===== src/rtl/vayu_pkg.sv =====
// Shared fetch-stage types and defaults for the vayu core.
// Latency: n/a (types and constants only).
// Backpressure: n/a.
package vayu_pkg;

  localparam int              XLEN               = 32;
  localparam logic [XLEN-1:0] RESET_PC_DEFAULT   = 32'h0000_0000;
  localparam int              FIFO_DEPTH_DEFAULT = 2;

  typedef enum logic [1:0] {
    BOOT  = 2'd0,
    RUN   = 2'd1,
    FLUSH = 2'd2
  } fetch_state_t;

  // One buffered fetch: instruction word plus the address it came from.
  typedef struct packed {
    logic [XLEN-1:0] instr;
    logic [XLEN-1:0] pc;
  } fetch_entry_t;

endpackage


===== src/rtl/fetch_fifo.sv =====
// Two-entry instruction buffer between imem response and decode.
// Latency: push visible at head one cycle later; head is combinational from storage.
// Backpressure: caller must not push when full or pop when empty; clear beats push/pop.
// Ports: core_clk/rst_n (sync active-low), clear, push + push_dat, pop,
//        head_dat (oldest entry), count (0..2).
module fetch_fifo
  import vayu_pkg::*;
(
  input  logic         core_clk,
  input  logic         rst_n,
  input  logic         clear,
  input  logic         push,
  input  fetch_entry_t push_dat,
  input  logic         pop,
  output fetch_entry_t head_dat,
  output logic [1:0]   count
);

  fetch_entry_t mem [2];
  logic         wr_ptr;
  logic         rd_ptr;

  always_ff @(posedge core_clk) begin
    if (!rst_n) begin
      mem[0] <= '0;
      mem[1] <= '0;
      wr_ptr <= 1'b0;
      rd_ptr <= 1'b0;
      count  <= 2'd0;
    end else if (clear) begin
      wr_ptr <= 1'b0;
      rd_ptr <= 1'b0;
      count  <= 2'd0;
    end else begin
      if (push) begin
        mem[wr_ptr] <= push_dat;
        wr_ptr      <= ~wr_ptr;
      end
      if (pop) begin
        rd_ptr <= ~rd_ptr;
      end
      // Simultaneous push and pop leaves the count unchanged.
      case ({push, pop})
        2'b10:   count <= count + 2'd1;
        2'b01:   count <= count - 2'd1;
        default: count <= count;
      endcase
    end
  end

  assign head_dat = mem[rd_ptr];

endmodule


===== src/rtl/instr_fetch.sv =====
// Instruction fetch: issues word fetches to imem and buffers responses for decode.
// Latency: request to op_instr_valid is 2 cycles; one instruction per cycle in steady state.
// Backpressure: ip_stall holds the head; requests stop once buffered + in-flight reaches FIFO_DEPTH.
// Ports: ip_clk, ip_rst_n (sync active-low); op_imem_req/op_imem_addr out, ip_imem_rdata/
//        ip_imem_rvalid in (response exactly one cycle after request); ip_stall, ip_redirect,
//        ip_redirect_pc from downstream; op_instr/op_instr_valid/op_pc to decode.
module instr_fetch
  import vayu_pkg::*;
#(
  parameter logic [XLEN-1:0] RESET_PC   = RESET_PC_DEFAULT,
  parameter int              FIFO_DEPTH = FIFO_DEPTH_DEFAULT
) (
  input  logic            ip_clk,
  input  logic            ip_rst_n,
  output logic            op_imem_req,
  output logic [XLEN-1:0] op_imem_addr,
  input  logic [XLEN-1:0] ip_imem_rdata,
  input  logic            ip_imem_rvalid,
  input  logic            ip_stall,
  input  logic            ip_redirect,
  input  logic [XLEN-1:0] ip_redirect_pc,
  output logic [XLEN-1:0] op_instr,
  output logic            op_instr_valid,
  output logic [XLEN-1:0] op_pc
);

  fetch_state_t    state_q, state_d;
  logic [XLEN-1:0] fetch_pc_q;
  logic            inflight_q;
  logic [XLEN-1:0] inflight_pc_q;
  logic            issue;

  logic            buf_vld;
  logic            drain;
  logic [1:0]      fifo_count;
  fetch_entry_t    fifo_head;
  fetch_entry_t    fifo_in;
  logic            fifo_push;
  logic            fifo_pop;
  logic [2:0]      occupancy;

  assign buf_vld = (fifo_count != 2'd0);
  assign drain   = buf_vld && !ip_stall;

  // An entry leaving this cycle already counts as free space for a new request.
  assign occupancy = {1'b0, fifo_count} + {2'b00, inflight_q} - {2'b00, drain};

  // Redirect outranks push and pop: the buffer is cleared instead.
  assign fifo_pop  = drain && !ip_redirect;
  // Only a response we actually asked for (and did not squash) is buffered.
  assign fifo_push = ip_imem_rvalid && inflight_q && !ip_redirect;
  assign fifo_in   = '{instr: ip_imem_rdata, pc: inflight_pc_q};

  always_comb begin
    state_d = state_q;
    issue   = 1'b0;
    case (state_q)
      BOOT:    state_d = RUN;
      RUN:     issue   = (occupancy < 3'(FIFO_DEPTH));
      FLUSH:   state_d = RUN;
      default: state_d = BOOT;
    endcase
    if (ip_redirect) begin
      state_d = FLUSH;
      issue   = 1'b0;
    end
    if (!ip_rst_n) begin
      issue = 1'b0;
    end
  end

  always_ff @(posedge ip_clk) begin
    if (!ip_rst_n) begin
      state_q       <= BOOT;
      fetch_pc_q    <= RESET_PC;
      inflight_q    <= 1'b0;
      inflight_pc_q <= '0;
    end else begin
      state_q    <= state_d;
      // issue is forced low on redirect, so this also squashes nothing new.
      inflight_q <= issue;
      if (issue) begin
        inflight_pc_q <= fetch_pc_q;
      end
      if (ip_redirect) begin
        fetch_pc_q <= ip_redirect_pc & ~32'h0000_0003;
      end else if (issue) begin
        fetch_pc_q <= fetch_pc_q + 32'd4;  // natural 32-bit wrap
      end
    end
  end

  fetch_fifo u_fetch_fifo (
    .core_clk (ip_clk),
    .rst_n    (ip_rst_n),
    .clear    (ip_redirect),
    .push     (fifo_push),
    .push_dat (fifo_in),
    .pop      (fifo_pop),
    .head_dat (fifo_head),
    .count    (fifo_count)
  );

  assign op_imem_req    = issue;
  assign op_imem_addr   = fetch_pc_q;
  assign op_instr_valid = ip_rst_n && buf_vld;
  // Zero when nothing is presented so reset shows clean outputs.
  assign op_instr       = op_instr_valid ? fifo_head.instr : '0;
  assign op_pc          = op_instr_valid ? fifo_head.pc    : '0;

endmodule


===== config.mk =====
export PLATFORM = sky130hd
export DESIGN_NAME = instr_fetch
export DESIGN_NICKNAME = d
export VERILOG_FILES = /design/src/rtl/vayu_pkg.sv /design/src/rtl/fetch_fifo.sv /design/src/rtl/instr_fetch.sv
export SDC_FILE = /design/constraint.sdc
export NUM_CORES = 1
export LEC_CHECK = 0
export ABC_AREA = 0
export CAP_MARGIN = 25
export CORE_ASPECT_RATIO = 0.6
export CORE_MARGIN = 5
export CORE_UTILIZATION = 50
export CTS_BUF_LIST = sky130_fd_sc_hd__clkbuf_4
export DETAILED_ROUTE_END_ITERATION = 8
export DONT_BUFFER_PORTS = 1
export PLACE_DENSITY = 0.74
export SYNTH_ARGS = -nofsm -noshare
export SYNTH_HDL_FRONTEND = slang
export SYNTH_SLANG_ARGS = --single-unit

===== constraint.sdc =====
create_clock -name ip_clk -period 6.6 [get_ports ip_clk]
set_clock_uncertainty 0.1 [all_clocks]
set_input_delay 1.32 -clock ip_clk [delete_from_list [all_inputs] [get_ports ip_clk]]
set_output_delay 1.32 -clock ip_clk [all_outputs]
set_load 0.02 [all_outputs]

# Word-level counts from Yosys, hierarchy flattened
# Memory sizes are Yosys's and may differ from the RTL's. A register that Yosys moved wholly into a read port is not among the register bits.
# Cells that the tools add are included.
[totals]
mem_bits_rw = 128
memories = 1
regBits = 71
[op_classes]
bitwise_logic = 3
n_addsub = 5
mux = 20
reduce_logical = 14
n_eq_ne = 5
order_cmp = 1
[memory_table]
columns = ["memory", "words", "word_bits", "read_ports", "rd_ports_with_merged_regs", "wr", "line_no", "rtl"]
rows = [
  ["u_fetch_fifo.mem", 2, 64, 1, 1, 2, "fetch_fifo.sv:19", "fetch_entry_t mem [2];"],
]
[ops]
columns = ["cell", "n"]
rows = [
  ["32-bit two-way mux", 4],
  ["64-bit two-way mux", 1],
  ["64-bit OR reduction", 1],
  ["32-bit by 3-bit adder with 32-bit output, second input constant", 1],
  ["1-bit two-way mux", 12],
  ["2-bit case mux with 2 select lines", 2],
  ["2-bit nonzero test", 3],
  ["1-bit logical AND", 5],
  ["2-bit by 1-bit == test with 1-bit output, second input constant", 2],
  ["2-bit == test, second input constant", 2],
  ["2-bit OR reduction", 2],
  ["2-bit by 1-bit adder with 3-bit output", 1],
  ["3-bit by 2-bit < comparator with 1-bit output, second input constant", 1],
  ["1-bit NOT", 3],
  ["3-bit by 1-bit subtractor with 3-bit output", 1],
  ["2-bit by 1-bit adder with 2-bit output, second input constant", 1],
  ["1-bit zero test", 2],
  ["2-bit zero test", 1],
  ["2-bit two-way mux", 1],
  ["2-bit inequality test, second input constant", 1],
  ["2-bit by 1-bit subtractor with 2-bit output, second input constant", 1],
]

# Longest topological paths before layout
# Gate-level depths: netlist (run 1).
[depth]
word_depth = 9
depth_mapped = 13
depth_no_buf = 12

# Modules after synthesis
# From an unflattened synthesis (run 1), not the netlist that was laid out.
[unflattened]
hier_cells = 823
area_unflattened_um2 = 9178.8
[by_module_without_submodules]
columns = ["mod", "cells_per_inst", "n_inst", "area_each_um2"]
rows = [
  ["fetch_fifo", 380, 1, 5759.3],
  ["instr_fetch", 443, 1, 3419.5],
]

# Worst setup path before layout (run 1)
# OpenSTA, ideal clock, no wires.
[synth_timing]
path_type = "input -> register"
start = "input port ip_redirect"
end = "memory u_fetch_fifo.mem[0][10] (netlist bit), enable pin"
t_required_ps = 5932
cell_stages = 5
arrival_ps = 6342
slack_ps = -409
cell_sequence = "buf_2 -> inv_2 -> clkbuf_1 -> nand3_1 -> o21ai_0"
[synth_lines]
columns = ["element", "line_no", "rtl"]
rows = [
  ["from (decl)", "instr_fetch.sv:20", "input logic ip_redirect,"],
  ["to (decl)", "fetch_fifo.sv:19", ""],
]

# Worst setup path in the final report (run 1)
[layout_timing]
start = "input port ip_stall"
end = "output port op_imem_req"
[layout_via]
elab_chain_cells = 7
[layout_lines]
columns = ["element", "line_no", "rtl"]
rows = [
  ["from (decl)", "instr_fetch.sv:19", "input logic ip_stall,"],
  ["1-bit zero test", "instr_fetch.sv:43", "assign drain = buf_vld && !ip_stall;"],
  ["1-bit logical AND", "instr_fetch.sv:43", ""],
  ["3-bit by 1-bit subtractor with 3-bit output", "instr_fetch.sv:46", "assign occupancy = {1'b0, fifo_count} + {2'b00, inflight_q} - {2'b00, drain};"],
  ["3-bit by 2-bit < comparator with 1-bit output", "instr_fetch.sv:59", "RUN: issue = (occupancy < 3'(FIFO_DEPTH));"],
  ["1-bit two-way mux", "instr_fetch.sv:57", "case (state_q)"],
  ["1-bit two-way mux", "instr_fetch.sv:63", "if (ip_redirect) begin"],
  ["1-bit two-way mux", "instr_fetch.sv:67", "if (!ip_rst_n) begin"],
  ["to (decl)", "instr_fetch.sv:15", "output logic op_imem_req,"],
]
# Every way passes these cells.

==> flow_summary.yaml, run 1 <==
logic_synthesis:
  yosysUniqueCellTypes: 43
  netlist_top_cells_area: "edfxtp_1, dfxtp_1, and2_1, mux2i_1, nand2_1"
  yosysMostFrequentCell: "and2_1"
  synth_top_area_share_pct: 43.3
  synth_seq_cells: 192
  synthCells: 781
  synth_enable_flop_cells: 124
  ys_seq_area_share_pct: 59.1
  synthFlopType: "edfxtp_1"
  yosys.area.top_type: "edfxtp_1"
  syn_area_mm2: 0.00860
  syn_avg_cell_area_um2: 11.0
  yosysWarnings: 0
  synthTopCellsByCount: "and2_1, edfxtp_1, nand2_1"
  async_flop_share_pct: 0
global_routing:
  grt_pass1_vias: 5461
  track_usage_pct: 19.4
  gr-total-overflow: 0
  grt_max_degree: 64
  grt_pass1_wl_um: 29900
  antenna_found_initial: 0
floorplan:
  dieArea_mm2: 0.0200
  dieHeight_um: 112
  fp.coreArea_mm2: 0.0170
  ioPinCount: 167
  dieWidth_um: 179
  start_util_pct: 50.6
  rows: 37
routing:
  dr_total_vias: 5573
  postRouteAntennaNets: 0
  firstDrtPassIters: 5
  route.detailed.drc: 0
  wirelength_um: 19500
  via_per_inst: 5.52
  post_drt_wl_per_cell_um: 19.3
  drt_iter0_drc: 418
setup_path:
  start_kind: "input pin"
  critPathLaunch: "ip_stall"
  crit_path_end_kind: "output port"
  path_cells: "nor2_1 > ha_1 > nand2b_1 > fa_1 > nand4b_2 > nor2_1 > nand2_2 > buf_4 > inv_2"
  critPathArrivalTime_ns: 3.68
  crit_buf_inv: 2
  slowest_stage: "nor2_1"
  worst-path-max-fanout: 37
  cp.depth: 9
  r2r-start: "u_fetch_fifo.count[0]"
  endpoint: "op_imem_req"
  cpPeakStageDelay_ns: 0.57
  r2r_cells: 14
  rrSetupSlack_ns: 2.60
  worstSetupPathType: "input pin to output port"
  r2r-end: "op_imem_addr[23]"
  critPathRequiredTime_ns: 5.18
  cp_common_cell: "nor2_1"
  cpLargestDelayFamily: "simple AND/OR/NAND/NOR gates"
sta:
  finalMaxSlewViolations: 0
  tightest_slew_ns: 0.903
  setup_viol: 0
  hold_violations: 0
  slew_headroom_pct: 39.8
  max_freq_mhz: 196
  fin_crit_ns: 5.10
  rsz0062_at_grt: "no"
  tns_ns: 0
  finalCritPeriodShare_pct: 77.3
run_status:
  outcome: "completed"
power:
  ir_worst_vdd_uv: 120
  p_leak_nw: 3.03
  powerDensity_mw_per_mm2: 228
clock_network:
  cts_resized: 0
  cts_buffer_depth: 2
  hold_buffers: 0
  post_cts_buffers: 0
  numClockSinks: 192
  cts_max_level: 4
  cts_buffers: 17
  clk_pin_slew_worst_paths_ns: 0.14
  root_buffer: "clkbuf_4"
  clkLatencyLatePin_ns: 0.57
  cts_tree: "built"
finish:
  nets: 836
  diodes: 0
  syn2layout_area_growth_pct: 6.02
  layout-drive-gt1-share_pct: 7.61
  final_cells: 1009
  utilization_pct: 53.7
place:
  portBuffers: 0
  routabilityCongestion: 0.822
  place_inst: 978
  dp_hpwl_um: 13100
worst_hold_path:
  hold_path_class: "register to register"
run:
  drv_cap: 0
layer usage:
layer  vias to the layer above  global-route usage [%]  share of wire, %
met2                       217                    29.6                44
li1                       2655                       -                 -
met1                      2682                    26.4                44
met5                         -                       0                 0
met4                         0                    4.51              0.79
met3                        19                    7.50                11
worst min path at each step:
stage | startpoint | end | cells after the start
finish | inflight_pc_q[12] | inflight_pc_q[12] | 2
global placement | state_q[1] | state_q[0] | 1
detailed placement | state_q[1] | state_q[0] | 1
CTS | inflight_pc_q[4] | inflight_pc_q[4] | 2
floorplan | state_q[1] | state_q[0] | 1
global route | inflight_pc_q[16] | inflight_pc_q[16] | 2
flip-flops by register name, indices dropped and copies added (netlist names), named ones only:
register,count
inflight_pc_q,30
inflight_q,1
op_imem_addr,30
state_q,2
u_fetch_fifo.count,2
u_fetch_fifo.mem,124
u_fetch_fifo.rd_ptr,1
u_fetch_fifo.wr_ptr,1
layout make-up:
class	count	area [um^2]
sequential	192	5090
clock buffer	19	143
clock inverter	12	135
fill	1454	7870
tap	234	293
multi-input combinational	531	3310
inverter	11	41.3
timing repair buffer	10	108
cells in the final DEF, fill, tap and decap left out, types with 2 or more instances in the layout:
cell type,n
and2_1,126
edfxtp_1,124
nand2_1,81
nor2_1,75
dfxtp_1,67
mux2i_1,63
a21oi_1,40
o21ai_0,24
clkbuf_4,19
xnor2_1,18
xor2_1,14
nand3_1,12
a21boi_0,12
nand4_1,11
inv_1,9
and3_1,8
buf_4,8
nor4_2,5
o22ai_1,4
a22o_1,4
conb_1,4
nor3_2,3
nor4_1,3
ha_1,3
inv_6,3
clkinvlp_4,3
inv_2,2
nor3_1,2
o21ai_4,2
a311oi_1,2
bufinv_16,2
clkinv_4,2
worst register-to-register path: stages, from the launching register on:
cell and delay (ns):
dfxtp_1 0.52, nor2_1 0.09, nor2_1 0.17, ha_1 0.26, nand2b_1 0.16, fa_1 0.50, nand4b_2 0.17, nor2_1 0.57
nand2_2 0.08, buf_4 0.29, inv_2 0.18, buf_4 0.37, nand4_1 0.19, nand3_1 0.12, o211ai_1 0.09
power breakdown:
part / internal [W] / leakage, nW / switching, W
sequential: 0.00131 / 1.84 / 0.0000493
combinational: 0.0000278 / 1.04 / 0.0000533
clock: 0.000234 / 0.143 / 0.000401
total: 0.00158 / 3.03 / 0.000504
per-stage QoR:
stage	hold WS [ns]	setup WS, ns	instance area, um^2	total power, W
floorplan	0.300	1.26	8610	0.00145
global placement	0.316	1.60	8790	0.00147
detailed placement	0.348	1.58	8840	0.00147
CTS	0.377	1.57	9120	0.00209
global route	0.403	1.36	9120	0.00215
finish	0.377	1.50	9120	0.00208
kinds of logic after synthesis:
group | Yosys count | share of synthesized area (%)
buffers and inverters | 61 | 3.00
AO/OA/AOI/OAI | 92 | 6.13
flip-flops | 192 | 59.1
multiplexers | 63 | 7.33
XOR/XNOR | 32 | 3.26
other | 1 | 0.0436
AND/OR/NAND/NOR | 336 | 20.4
adder cells (fa/ha/maj) | 4 | 0.669
Power figures use the tool's default switching activity.
==> inputs of run 2 (changes only) <==
ABC_AREA = 1   (was 0)
PLACE_DENSITY = 0.71   (was 0.74)
clock period = 4.8 ns   (was 6.6 ns; I/O delays follow)
==> flow_summary.yaml, run 2 <==
routing:
  via_per_inst: 5.18
  route.detailed.drc: 0
  postRouteAntennaNets: 0
  firstDrtPassIters: 6
  wirelength_um: 21100
  post_drt_wl_per_cell_um: 16.2
  dr_total_vias: 6723
  drt_iter0_drc: 443
logic_synthesis:
  synthFlopType: "edfxtp_1"
  synth_seq_cells: 192
  ys_seq_area_share_pct: 54.7
  netlist_top_cells_area: "edfxtp_1, dfxtp_1, nand2_1, mux2_2, inv_1"
  synth_top_area_share_pct: 40.1
  synth_enable_flop_cells: 124
  synthCells: 1066
  synthTopCellsByCount: "nand2_1, inv_1, nor2_1"
  async_flop_share_pct: 0
  yosysMostFrequentCell: "nand2_1"
  yosysUniqueCellTypes: 33
  syn_area_mm2: 0.00929
  yosysWarnings: 0
  syn_avg_cell_area_um2: 8.71
  yosys.area.top_type: "edfxtp_1"
finish:
  final_cells: 1298
  top_register: "u_fetch_fifo.mem"
  diodes: 0
  layout-drive-gt1-share_pct: 12.1
  final_cell_mix: "nand2_1, inv_1, nor2_1, edfxtp_1, dfxtp_1"
  syn2layout_area_growth_pct: 4.96
  largest_reg_flops: 124
  nets: 1118
  fillers: 1704
  final_common_cell: "nand2_1"
worst_hold_path:
  hold_path_class: "register to register"
sta:
  tns_ns: 0
  setup_viol: 0
  finalCritPeriodShare_pct: 75.9
  hold_violations: 0
  fin_crit_ns: 3.64
  hold_slack_ns: 0.354
  max_freq_mhz: 274
  rsz0062_at_grt: "no"
  slew_headroom_pct: 38.7
  finalMaxSlewViolations: 0
  tightest_slew_ns: 0.919
setup_path:
  slowest_stage: "a21oi_4"
  critPathArrivalTime_ns: 2.58
  cpPeakStageDelay_ns: 0.65
  worst-path-max-fanout: 40
  crit_buf_inv: 3
  path_cells: "inv_2 > a21oi_4 > buf_4 > nand2_1 > inv_1"
  worstSetupPathType: "input pin to output port"
  start_kind: "input pin"
  crit_path_end_kind: "output port"
  cpLargestDelayFamily: "buffers and inverters"
  critPathRequiredTime_ns: 3.74
clock_network:
  cts_resized: 0
  cts_tree: "built"
  clkLatencyLatePin_ns: 0.56
  clk_pin_slew_worst_paths_ns: 0.17
  hold_buffers: 0
  numClockSinks: 192
  cts_buffer_depth: 2
  root_buffer: "clkbuf_4"
  post_cts_buffers: 0
  cts_max_level: 4
  cts_buffers: 17
run:
  drv_cap: 0
power:
  power.share.clock_pct: 32.0
  seqPwrFrac_pct: 63.1
  p_sw_w: 0.000725
  p_leak_nw: 4.20
  intPower_w: 0.00224
  powerDensity_mw_per_mm2: 304
  ir_worst_vdd_uv: 145
  switching_share_pct: 24.5
  power_frac_comb_pct: 4.9
floorplan:
  fp.coreArea_mm2: 0.0182
  ioPinCount: 167
  dieArea_mm2: 0.0215
  rows: 38
  dieWidth_um: 186
  start_util_pct: 51.1
  dieHeight_um: 116
global_routing:
  gr-total-overflow: 0
  grt_pass1_vias: 6504
  track_usage_pct: 19.8
  grt_pass1_wl_um: 33500
  grt_max_degree: 86
  antenna_found_initial: 0
place:
  portBuffers: 0
  dp_hpwl_um: 14000
  place_inst: 1266
  routabilityCongestion: 0.877
run_status:
  outcome: "completed"
[run 2: power by group through the flow]
stage / Combinational (W) / Clock [W] / Sequential, W
detailed placement: 0.000146 / 0 / 0.00191
finish: 0.000145 / 0.000947 / 0.00187
global route: 0.000166 / 0.00104 / 0.00188
CTS: 0.000147 / 0.000974 / 0.00187
floorplan: 0.000125 / 0 / 0.00189
global placement: 0.000142 / 0 / 0.00190
[run 2: cells by family after synthesis]
group	count (synthesis)	synth area share, %
multiplexers	62	7.52
other	1	0.0404
buffers and inverters	238	10.3
adder cells (fa/ha/maj)	4	0.620
AO/OA/AOI/OAI	107	5.97
flip-flops	192	54.7
AND/OR/NAND/NOR	458	20.5
XOR/XNOR	4	0.377
[run 2: final timing paths]
path / from / slack [ns] / to / cells after the start
min reg2reg: state_q[0] / 0.35 / state_q[0] / 1
max reg2reg: u_fetch_fifo.count[1] / 1.63 / op_imem_addr[11] / 16
min: state_q[0] / 0.35 / state_q[0] / 1
max: ip_rst_n / 1.16 / op_pc[16] / 5
[run 2: cell type report]
| cell class | count | area, um^2 | area share (%) |
|---|---|---|---|
| Sequential cell | 192 | 5090 | 52.2 |
| Clock buffer | 18 | 135 | 1.39 |
| Timing Repair Buffer | 8 | 60.1 | 0.616 |
| Multi-Input combinational cell | 639 | 3290 | 33.7 |
| Inverter | 187 | 702 | 7.20 |
| Clock inverter | 14 | 179 | 1.84 |
| Tap cell | 240 | 300 | 3.08 |
[run 2: stage by stage]
stage	instance area, um^2	utilization [%]	worst slack (ns)	total power [W]
2_1_floorplan	9300	-	1.25	0.00202
5_1_grt	9750	53.7	0.945	0.00309
6_report	9750	53.7	1.16	0.00296
4_1_cts	9750	53.7	1.10	0.00299
3_5_place_dp	9430	51.9	1.14	0.00205
3_3_place_gp	9430	51.9	1.19	0.00205
[run 2: routing by layer]
metal / up-vias / wire length [um] / part of all wire (%) / track usage [%]
li1: 3313 / - / - / -
met3: 8 / 1530 / 7.2 / 4.61
met1: 3193 / 10200 / 48 / 29.3
met4: 0 / 107 / 0.51 / 3.93
met5: - / 0 / 0 / 0
met2: 209 / 9240 / 44 / 30.4
